[config.mk]
export PLATFORM = sky130hd
export DESIGN_NAME = onehot_encoder_tree_pipe
export DESIGN_NICKNAME = d
export VERILOG_FILES = /design/src/rtl/onehot_encoder_pkg.sv /design/src/rtl/onehot_encoder_node.sv /design/src/rtl/onehot_encoder_tree_pipe.sv
export SDC_FILE = /design/constraint.sdc
export NUM_CORES = 1
export LEC_CHECK = 0
export ABC_AREA = 1
export BUFFER_PORTS_ARGS = -buffer_cell sky130_fd_sc_hd__clkbuf_2
export CAP_MARGIN = 20
export CORE_AREA = 4 4 41 43
export CTS_BUF_LIST = sky130_fd_sc_hd__clkbuf_4
export DETAILED_ROUTE_END_ITERATION = 16
export DIE_AREA = 0 0 45 47
export PLACE_DENSITY = 0.53
export SETUP_SLACK_MARGIN = 0.5
export SYNTH_ARGS = -nofsm -noshare
export SYNTH_HDL_FRONTEND = slang
export SYNTH_HIERARCHICAL = 1
export SYNTH_SLANG_ARGS = --single-unit
[constraint.sdc]
create_clock -name clk -period 1.2 [get_ports clk]
set_input_delay 0.12 -clock clk [delete_from_list [all_inputs] [get_ports clk]]
set_output_delay 0.12 -clock clk [all_outputs]
set_load 0.02 [all_outputs]
[src/rtl/onehot_encoder_pkg.sv]
// Shared definitions for the one-hot encoder tree: legality helper,
// per-level split calculation and the implementation-style constants.
package onehot_encoder_pkg;

  typedef enum int {
    IMP_FLAT_MASK = 0,
    IMP_FLAT_LOOP = 1,
    IMP_TREE_CAT  = 2,
    IMP_TREE_LOOP = 3,
    IMP_TREE_MASK = 4
  } imp_e;

  // True when n is a positive power of two.
  function automatic bit is_pow2(input int n);
    return (n > 0) && ((n & (n - 1)) == 0);
  endfunction

  // Number of children for a node of the given width. When the index width
  // is not a multiple of the split width, the node absorbs the remainder
  // with a narrower split so every level below it uses the full radix.
  function automatic int level_split(input int width, input int split);
    int wl;
    int sl;
    int rem;
    wl = $clog2(width);
    sl = $clog2(split);
    if (width <= split || sl == 0) return width;
    rem = wl % sl;
    if (rem != 0) return 1 << rem;
    return split;
  endfunction

endpackage

[src/rtl/onehot_encoder_node.sv]
// Combinational one-hot encoder node, self-recursive via generate.
// Optional error detection is enabled with ONEHOT_ENCODER_ERR_EN.
module onehot_encoder_node
  import onehot_encoder_pkg::*;
#(
  parameter int WIDTH          = 16,
  parameter int SPLIT          = 4,
  parameter int IMPLEMENTATION = 0
) (
  input  logic [WIDTH-1:0]         din,
  output logic                     vld,
  output logic [$clog2(WIDTH)-1:0] idx
`ifdef ONEHOT_ENCODER_ERR_EN
  ,
  output logic                     err
`endif
);

  // Flat styles encode the whole vector at once; tree styles stop recursing
  // once the node is no wider than the radix.
  localparam bit FLAT = (IMPLEMENTATION < IMP_TREE_CAT) || (WIDTH <= SPLIT);

  if (FLAT) begin : g_flat
    localparam int IDX_W = $clog2(WIDTH);

    // Index bit b is the OR of every input whose position has bit b set
    always_comb begin
      vld = |din;
      idx = '0;
      if (IMPLEMENTATION == IMP_FLAT_LOOP || IMPLEMENTATION == IMP_TREE_LOOP) begin
        for (int i = 0; i < WIDTH; i++) begin
          if (din[i]) idx = idx | IDX_W'(i);
        end
      end else begin
        for (int b = 0; b < IDX_W; b++) begin
          for (int i = 0; i < WIDTH; i++) begin
            if (((i >> b) & 1) != 0) idx[b] = idx[b] | din[i];
          end
        end
      end
    end

`ifdef ONEHOT_ENCODER_ERR_EN
    // Flag a second set bit seen while scanning upward
    always_comb begin
      logic seen;
      seen = 1'b0;
      err  = 1'b0;
      for (int i = 0; i < WIDTH; i++) begin
        err  = err | (seen & din[i]);
        seen = seen | din[i];
      end
    end
`endif

  end else begin : g_tree
    localparam int NS  = level_split(WIDTH, SPLIT);
    localparam int CW  = WIDTH / NS;
    localparam int CIW = $clog2(CW);
    localparam int GW  = $clog2(NS);

    logic [NS-1:0]  child_vld;
    logic [CIW-1:0] child_idx [NS];
`ifdef ONEHOT_ENCODER_ERR_EN
    logic [NS-1:0]  child_err;
`endif

    for (genvar gi = 0; gi < NS; gi++) begin : g_child
      onehot_encoder_node #(
        .WIDTH          (CW),
        .SPLIT          (SPLIT),
        .IMPLEMENTATION (IMPLEMENTATION)
      ) u_child (
        .din (din[gi*CW +: CW]),
        .vld (child_vld[gi]),
        .idx (child_idx[gi])
`ifdef ONEHOT_ENCODER_ERR_EN
        ,
        .err (child_err[gi])
`endif
      );
    end

    // Group number of valid children goes in the MSBs, child indices OR below
    always_comb begin
      logic [GW-1:0]  grp;
      logic [CIW-1:0] low;
      grp = '0;
      low = '0;
      vld = |child_vld;
      if (IMPLEMENTATION == IMP_TREE_LOOP) begin
        for (int g = 0; g < NS; g++) begin
          if (child_vld[g]) grp = grp | GW'(g);
          low = low | child_idx[g];
        end
      end else if (IMPLEMENTATION == IMP_TREE_MASK) begin
        for (int g = 0; g < NS; g++) begin
          grp = grp | ({GW{child_vld[g]}} & GW'(g));
          low = low | ({CIW{child_vld[g]}} & child_idx[g]);
        end
      end else begin
        for (int b = 0; b < GW; b++) begin
          for (int g = 0; g < NS; g++) begin
            if (((g >> b) & 1) != 0) grp[b] = grp[b] | child_vld[g];
          end
        end
        for (int g = 0; g < NS; g++) low = low | child_idx[g];
      end
      idx = {grp, low};
    end

`ifdef ONEHOT_ENCODER_ERR_EN
    // Error when two or more children are valid or any child already erred
    always_comb begin
      err = (|child_err) || ((child_vld & (child_vld - NS'(1))) != '0);
    end
`endif
  end

endmodule

[src/rtl/onehot_encoder_tree_pipe.sv]
// One-hot to binary encoder built from a radix-SPLIT tree, registered output.
// Define ONEHOT_ENCODER_ERR_EN to add the enc_err multi-hot flag output.
module onehot_encoder_tree_pipe
  import onehot_encoder_pkg::*;
#(
  parameter int WIDTH          = 16,
  parameter int SPLIT          = 4,
  parameter int IMPLEMENTATION = 0
) (
  input  logic                     clk,
  input  logic                     rst,
  input  logic [WIDTH-1:0]         dec_vld,
  output logic [$clog2(WIDTH)-1:0] enc_idx,
  output logic                     enc_vld
`ifdef ONEHOT_ENCODER_ERR_EN
  ,
  output logic                     enc_err
`endif
);

  localparam int WIDTH_LOG = $clog2(WIDTH);
  localparam int SPLIT_LOG = $clog2(SPLIT);

  if (!is_pow2(WIDTH) || WIDTH < 2) begin : g_bad_width
    $error("onehot_encoder_tree_pipe: WIDTH must be a power of two >= 2");
  end
  if (!is_pow2(SPLIT) || SPLIT_LOG < 1 || SPLIT > WIDTH) begin : g_bad_split
    $error("onehot_encoder_tree_pipe: SPLIT must be a power of two in 2..WIDTH");
  end
  if (IMPLEMENTATION < IMP_FLAT_MASK || IMPLEMENTATION > IMP_TREE_MASK) begin : g_bad_imp
    $error("onehot_encoder_tree_pipe: IMPLEMENTATION must be 0..4");
  end

  logic                 root_vld;
  logic [WIDTH_LOG-1:0] root_idx;
  logic                 enc_vld_d, enc_vld_q;
  logic [WIDTH_LOG-1:0] enc_idx_d, enc_idx_q;
`ifdef ONEHOT_ENCODER_ERR_EN
  logic                 root_err;
  logic                 enc_err_d, enc_err_q;
`endif

  onehot_encoder_node #(
    .WIDTH          (WIDTH),
    .SPLIT          (SPLIT),
    .IMPLEMENTATION (IMPLEMENTATION)
  ) u_root (
    .din (dec_vld),
    .vld (root_vld),
    .idx (root_idx)
`ifdef ONEHOT_ENCODER_ERR_EN
    ,
    .err (root_err)
`endif
  );

  // Next-state values are simply the combinational encode of this cycle
  always_comb begin
    enc_vld_d = root_vld;
    enc_idx_d = root_idx;
`ifdef ONEHOT_ENCODER_ERR_EN
    enc_err_d = root_err;
`endif
  end

  // Output register; reset discards whatever was in flight
  always_ff @(posedge clk) begin
    if (rst) begin
      enc_vld_q <= 1'b0;
      enc_idx_q <= '0;
`ifdef ONEHOT_ENCODER_ERR_EN
      enc_err_q <= 1'b0;
`endif
    end else begin
      enc_vld_q <= enc_vld_d;
      enc_idx_q <= enc_idx_d;
`ifdef ONEHOT_ENCODER_ERR_EN
      enc_err_q <= enc_err_d;
`endif
    end
  end

  assign enc_vld = enc_vld_q;
  assign enc_idx = enc_idx_q;
`ifdef ONEHOT_ENCODER_ERR_EN
  assign enc_err = enc_err_q;
`endif

endmodule

==> results of run 1 <==
cells in the final DEF, fill, tap and decap left out:
| master | count |
|---|---|
| clkbuf_2 | 17 |
| nor2_1 | 15 |
| inv_1 | 6 |
| dfxtp_2 | 5 |
| buf_8 | 5 |
| nand2_1 | 5 |
| clkbuf_4 | 4 |
| nor2_2 | 4 |
| nand4_1 | 3 |
kinds of logic (layout without fill, tap and decap cells):
family                 after synthesis  in the layout  share of synthesized area (%)
buffers and inverters                6             32                           9.33
AND/OR/NAND/NOR                     27             27                           49.2
flip-flops                           5              5                           41.5
report_power, final:
part | total (µW) | switching [µW] | internal [µW]
sequential | 183 | 5.36 | 178
clock | 214 | 65.7 | 148
combinational | 90.7 | 39.5 | 51.2
final cells by class:
type                            count  area [µm²]
Clock buffer                        4        30.0
Fill cell                         150         845
Inverter                            6        22.5
Multi-Input combinational cell     27         119
Sequential cell                     5         106
Tap cell                           15        18.8
Timing Repair Buffer               22         160
metal layers:
metal  up-vias  GRT usage, %  part of all wire [%]
met1        98          7.95                    38
met5         -             0                     0
met3         2             0                    18
met4         0          12.3                   3.3
met2        23          9.60                    41
li1        166             -                     -
stage by stage:
stage | hold WS [ns] | cell area [µm²] | cells
final | 0.0863 | 457 | 79
after global routing | 0.0813 | 457 | 79
after CTS | 0.0813 | 450 | 79
after detailed placement | 0.347 | 370 | 75
after global placement | 0.348 | 370 | 75
after floorplan | 0.191 | 241 | 38
Yosys cell counts:
| master | number | area, µm² |
|---|---|---|
| nor2_1 | 15 | 56.3 |
| inv_1 | 6 | 22.5 |
| dfxtp_1 | 5 | 100 |
| nand2_1 | 5 | 18.8 |
| nor2_2 | 4 | 25.0 |
| nand4_1 | 3 | 18.8 |
state kept, by name, summed over array words and instances, names as in the netlist:
signal,cells
enc_idx,4
enc_vld,1
worst paths after layout:
kind	startpoint	endpoint	slack, ns	cells after the start
max	enc_idx[0]	enc_idx[0]	0.41	1
min	rst	enc_idx[2]	0.09	2
==> results by group, run 1 <==
Timing
  – Final setup vio count: 0
  – Maximum clock rate: 1260 MHz
  – Endpoints failing hold: 0
  – Final TNS setup: 0 ns
  – Pins Over Slew Limit: 0
  – Crit share post-route: 66.0%
  – Post-layout minimum cycle time: 0.792 ns
  – RSZ-0062 raised after global routing: true
  – PnR worst setup slack: 0.408 ns
  – Worst rel slew slack: 89.5%
  – Worst Tran Pin Value: 0.158 ns

Placement
  – Routability Congestion: 0.687
  – Pre-CTS WS: 0.417 ns
  – PortBufs: 22
  – Hpwl dp: 527 µm

Layout
  – Share of cells above drive strength 1: 54.7%
  – Diodes inserted: 0
  – Final #Nets: 83
  – Final core occ: 35.1%
  – Layout area overhead: 89.1%

Global route
  – GR Overflow Total: 0
  – Largest net degree at the start of global routing: 6
  – Total track usage: 7.11%
  – First-pass GRT wire length: 986 µm
  – Initial antenna violation count: 0
  – Number of global-route vias before repair: 268

Routing
  – Via count: 289
  – Drt total wl: 569 µm
  – Drt wl/cell: 7.20 µm
  – DR iter-0 viols: 2
  – Post-DRT Antenna Nets: 0
  – Detailed-router iteration count before antenna repair: 2
  – Remaining DRCs: 0
  – Number of vias per cell: 3.66

Worst hold path
  – Min-Delay Path Class: input port to register

Yosys
  – FF+latch count, synth: 5
  – Syn_nets: 56
  – Syn Std Cell Area: 241 µm²
  – Sequential-to-total area share from yosys stat: 41.5%
  – Synth warn: 6
  – Distinct cell type count after synthesis: 6
  – Syn Area/Cell: 6.35 µm²
  – Post-Syn Instances: 38

Clocking
  – # clock sinks: 5
  – H-tree depth: 1
  – Clk slew on worst S/H paths: 0.04 ns
  – Clock buffer depth: 2
  – CTS root buffer: clkbuf_4
  – Hold-fix buffers, CTS: 0
  – Post_cts resized: 15
  – Post-CTS Repair Setup Buffers: 0
  – CTS tree: built
  – Num CTS Buffers: 3

Pwr
  – Max IR drop VDD: 0.245 mV
  – Leakage: 0.000256 µW
  – Total power: 488 µW
  – Cell Pwr Density: 1070 nW/µm²

Worst setup path
  – Crit path required time: 1.08 ns
  – Worst-path maximum fanout: 1
  – CP bufs+invs: 1
  – CP startpoint kind: register
  – Crit end category: primary output
  – Critical-path cell list: buf_8
  – Crit Path Class: register to primary output
  – Worst Path Arrival: 0.67 ns
  – Max stage delay on crit path: 0.31 ns
  – Slowest-stage cell, CP: dfxtp_2
  – Top delay family on crit path: flip-flops

Floorplanning
  – FP Rows: 13
  – Core region area: 1300 µm²
  – Initial Util: 18.6%
  – Die area: 2120 µm²
  – Die Ht: 47 µm
  – # IOs: 23
  – Die width: 45 µm

Run status
  – Status: complete, no violations

Run
  – Max-cap violation count: 0
Power figures use the tool's default switching activity.
==> inputs of run 2 (changes only) <==
ABC_AREA = 0   (was 1)
PLACE_DENSITY = 0.51   (was 0.53)
clock period = 0.8 ns   (was 1.2 ns; I/O delays follow)
==> results by group, run 2 <==
Floorplanning
  – Initial Util: 16.5%
  – FP Rows: 13
  – # IOs: 23
  – Die area: 2120 µm²
  – Die width: 45 µm
  – Die Ht: 47 µm
  – Core region area: 1300 µm²

Worst setup path
  – WP depth: 1
  – Worst Path Arrival: 0.69 ns
  – Slowest-stage cell, CP: dfxtp_4
  – Crit path required time: 0.72 ns
  – Worst-path maximum fanout: 1
  – Max stage delay on crit path: 0.34 ns
  – CP bufs+invs: 1
  – Crit end category: primary output
  – CP startpoint kind: register
  – Top delay family on crit path: flip-flops
  – Crit Path Class: register to primary output
  – Critical-path cell list: buf_8

Placement
  – Pre-CTS WS: -0.0995 ns
  – Routability Congestion: 0.612
  – Placed Area: 445 µm²
  – Placed insts: 61
  – PortBufs: 22

Yosys
  – Syn Std Cell Area: 215 µm²
  – Synth area leader: dfxtp_1
  – Synth Area in XOR/XNOR: 0%
  – Post-synth ARST share: 0%
  – Area share of the largest cell type after synthesis: 46.5%
  – Synth warn: 6
  – Primary FF master, synth: dfxtp_1
  – Area contributors post-synth: dfxtp_1 47%, nor4_1 17%, nor2b_1 15%, nor4_2 12%, nand2_1 7.0%
  – EDFF count, synth: 0
  – Count leader, synth: nor4_1
  – Sequential-to-total area share from yosys stat: 46.5%
  – Synth Area in Adders: 0%
  – Distinct cell type count after synthesis: 6
  – Post-synthesis simple-gate area fraction: 53.5%
  – Compound-Gate Fraction of Synth Area: 0%
  – Post-Syn Instances: 23
  – Post-synth top cells: 6 x nor4_1, 5 x dfxtp_1, 5 x nor2b_1, 4 x nand2_1, 2 x nor4_2
  – Syn_nets: 41
  – Largest family of logic cells by synthesized area: simple AND/OR/NAND/NOR gates
  – Syn Area/Cell: 9.36 µm²
  – FF+latch count, synth: 5
  – Mux cell area share after synthesis: 0%

Timing
  – Crit share post-route: 96.5%
  – Post-layout minimum cycle time: 0.772 ns
  – Endpoints failing hold: 0
  – Final TNS setup: 0 ns
  – Maximum clock rate: 1300 MHz
  – Final setup vio count: 0
  – Pins Over Slew Limit: 0
  – RSZ-0062 raised after global routing: true
  – PnR worst setup slack: 0.0280 ns
  – Worst rel slew slack: 82.6%
  – Worst Tran Pin Value: 0.259 ns

Layout
  – Storage element area: 119 µm²
  – Fillers: 127
  – Most frequent cells in the layout: 11 x clkbuf_2, 6 x buf_8, 6 x nor4_4, 5 x nor2b_1, 5 x dfxtp_4
  – Diodes inserted: 0
  – Post-route cell area: 594 µm²
  – Final #Nets: 69
  – Final core occ: 45.7%
  – Multi-input logic area: 199 µm²
  – Layout area overhead: 176%
  – Final non-filler cell total: 65
  – Share of cells above drive strength 1: 78.0%
  – Max reg flops: 4
  – Commonest non-fill, non-tap cell in the layout: clkbuf_2

Worst hold path
  – Min-Delay Path Class: input port to register
  – Worst Hold Path Cells: 2

Routing
  – Post-DRT Antenna Nets: 0
  – Detailed-router iteration count before antenna repair: 1
  – Drt total wl: 658 µm
  – Drt wl/cell: 10.1 µm
  – DR iter-0 viols: 0
  – Via count: 275
  – Number of vias per cell: 4.23
  – Remaining DRCs: 0

Clocking
  – CTS root buffer: clkbuf_4
  – CTS tree: built
  – Num CTS Buffers: 3
  – H-tree depth: 1
  – Clk slew on worst S/H paths: 0.04 ns
  – Post-CTS Repair Setup Buffers: 0
  – Hold-fix buffers, CTS: 0
  – # clock sinks: 5
  – Clock buffer depth: 2

Pwr
  – Cell Pwr Density: 1320 nW/µm²
  – Leakage: 0.000224 µW
  – Max IR drop VDD: 0.438 mV

Global route
  – GR Overflow Total: 0
  – Total track usage: 7.81%
  – First-pass GRT wire length: 1.14 mm
  – Largest net degree at the start of global routing: 6
  – Initial antenna violation count: 0
  – Number of global-route vias before repair: 295

Run
  – Max-cap violation count: 0

Run status
  – Status: complete, no violations
-- run 2: cell types whose count changed after synthesis --
cell     before  now
nand4_1       3    1
nor2_2        4    0
nor4_2        0    2
inv_1         6    0
nand2_1       5    4
nor2_1       15    0
nor2b_1       0    5
nor4_1        0    6
-- run 2: final cells by class --
cell class | count | share of cell area [%]
Clock buffer | 4 | 5.05
Tap cell | 15 | 3.16
Timing Repair Buffer | 23 | 38.3
Sequential cell | 5 | 20.0
Multi-Input combinational cell | 18 | 33.5
-- run 2: cell families after synthesis --
logic type | after synthesis
flops | 5
simple gates | 18
-- run 2: metrics by stage --
| stage | hold slack [ns] | power [µW] |
|---|---|---|
| 2_1_floorplan | 0.142 | 308 |
| 3_3_place_gp | 0.310 | 410 |
| 3_5_place_dp | 0.309 | 411 |
| 4_1_cts | 0.0530 | 790 |
| 6_report | 0.0573 | 784 |
| 5_1_grt | 0.0700 | 824 |
-- run 2: worst paths after layout --
check	slack (ns)	to	start
hold / removal	0.06	enc_vld	rst
setup / recovery	0.03	enc_vld	enc_vld
-- run 2: report_power, final --
group / leakage, µW / switching [µW] / internal (µW)
Combinational: 0.000161 / 87.6 / 115
Sequential: 0.0000439 / 8.43 / 257
Clock: 0.0000184 / 93.7 / 222
-- run 2: layer usage --
layer	global-route usage, %	part of all wire [%]
met5	0	0
met4	7.02	0
met3	3.45	16
met2	11.9	48
met1	8.16	36
-- run 2: timing repair --
item                                    in CTS  in global routing
pin swaps                                    7                  6
endpoints found under the setup margin      10                 10
gates resized for setup                     16                 13
cloned                                       0                  0
endpoints found under the hold margin        0                  0
==> inputs of run 3 (changes only) <==
GPL_TIMING_DRIVEN = 0   (was default)
==> results by group, run 3 (synthesis results as in run 2) <==
Floorplanning
  – Die Ht: 47 µm
  – # IOs: 23
  – Die width: 45 µm
  – Initial Util: 16.5%
  – Core region area: 1300 µm²
  – Die area: 2120 µm²
  – FP Rows: 13

Pwr
  – Register share of total power: 33.3%
  – Max IR drop VDD: 0.423 mV
  – Total power: 798 µW
  – Clock power share: 39.8%
  – Switch share: 24.9%
  – Leakage: 0.000222 µW
  – Internal: 599 µW
  – NetSw: 198 µW
  – Cell Pwr Density: 1310 nW/µm²
  – Combinational cell fraction of total power: 27.0%

Timing
  – Crit share post-route: 96.6%
  – RSZ-0062 raised after global routing: true
  – Worst Tran Pin Value: 0.256 ns
  – Final setup vio count: 0
  – Post-layout minimum cycle time: 0.773 ns
  – Worst rel slew slack: 82.8%
  – Pins Over Slew Limit: 0
  – Final TNS setup: 0 ns
  – Maximum clock rate: 1290 MHz
  – Endpoints failing hold: 0

Clocking
  – CTS root buffer: clkbuf_4
  – Clk slew on worst S/H paths: 0.04 ns
  – Num CTS Buffers: 3
  – Hold-fix buffers, CTS: 0
  – Clock buffer depth: 2
  – # clock sinks: 5
  – Post-CTS Repair Setup Buffers: 0
  – H-tree depth: 1
  – CTS tree: built

Layout
  – Share of cells above drive strength 1: 79.6%
  – Max reg flops: 4
  – Final #Nets: 68
  – Diodes inserted: 0
  – Commonest non-fill, non-tap cell in the layout: clkbuf_2
  – Post-route cell area: 611 µm²
  – Storage element area: 119 µm²
  – Most frequent cells in the layout: 8 x clkbuf_2, 7 x buf_8, 7 x nor4_4, 5 x nor2b_1, 5 x dfxtp_4
  – Layout area overhead: 184%
  – Fillers: 134
  – Final non-filler cell total: 64
  – Multi-input logic area: 214 µm²

Routing
  – Drt wl/cell: 11.4 µm
  – Detailed-router iteration count before antenna repair: 2
  – Post-DRT Antenna Nets: 0
  – Via count: 269
  – Remaining DRCs: 0
  – Number of vias per cell: 4.20
  – Drt total wl: 730 µm
  – DR iter-0 viols: 1

Worst setup path
  – CP endpoint: enc_vld
  – Critical-path cell list: buf_8
  – WP depth: 1
  – Crit path required time: 0.72 ns
  – Worst Path Arrival: 0.69 ns
  – CP bufs+invs: 1
  – CP startpoint: enc_vld
  – Slowest-stage cell, CP: dfxtp_4
  – Crit end category: primary output
  – Worst-path maximum fanout: 1
  – CP startpoint kind: register
  – Crit Path Class: register to primary output
  – Max stage delay on crit path: 0.34 ns
  – Top delay family on crit path: flip-flops

Global route
  – Total track usage: 7.75%
  – First-pass GRT wire length: 1.15 mm
  – Initial antenna violation count: 0
  – GR Overflow Total: 0
  – Number of global-route vias before repair: 313
  – Largest net degree at the start of global routing: 6

Run status
  – Status: complete, no violations

Placement
  – PortBufs: 22
  – Routability Congestion: 0.606
  – Placed Area: 438 µm²
  – Placed insts: 60

Run
  – Max-cap violation count: 0

Worst hold path
  – Hold_sp: rst
  – Min-Delay Path Class: input port to register
-- run 3: cell count changes in the layout (fill, tap and decap cells not counted), sizes merged --
cell / previous run / this run
buf: 9 / 13
clkbuf: 18 / 13
-- run 3: cell type report --
| type | instances | share of cell area, % |
|---|---|---|
| Clock buffer | 4 | 4.92 |
| Timing Repair Buffer | 22 | 37.5 |
| Multi-Input combinational cell | 18 | 35.0 |
| Tap cell | 15 | 3.07 |
| Sequential cell | 5 | 19.5 |
-- run 3: power by group through the flow --
stage          Sequential, µW  Clock, µW  Combinational (µW)
2_1_floorplan             283          0                25.0
3_3_place_gp              264          0                 142
3_5_place_dp              265          0                 142
4_1_cts                   262        334                 176
5_1_grt                   267        340                 226
6_report                  265        317                 215
-- run 3: stage by stage --
stage,util (%),hold WS [ns],worst slack (ns)
floorplan,-,0.142,0.107
global placement,33.7,0.308,-0.115
detailed placement,33.7,0.297,-0.102
CTS,41.5,0.0412,-0.00128
global route,46.9,0.0607,0.00808
finish,46.9,0.0498,0.0275
-- run 3: worst min path at each step --
stage	end	slack, ns	cells after the start
finish	enc_idx[2]	0.05	2
global route	enc_idx[1]	0.06	2
CTS	enc_idx[2]	0.04	2
detailed placement	enc_idx[2]	0.30	2
global placement	enc_idx[3]	0.31	2
floorplan	enc_idx[0]	0.14	1
-- run 3: what timing repair did --
action,4_1_cts,5_1_grt
resized for setup,14,29
setup endpoints to repair,10,10
pin swaps,7,10
-- run 3: metal layers --
layer	vias up	part of all wire, %	wire length, µm	track usage [%]
met1	110	30	221	8.68
met3	0	15	112	2.68
met2	20	54	397	11.6
li1	139	-	-	-
met4	0	0	0	7.02
met5	-	0	0	0
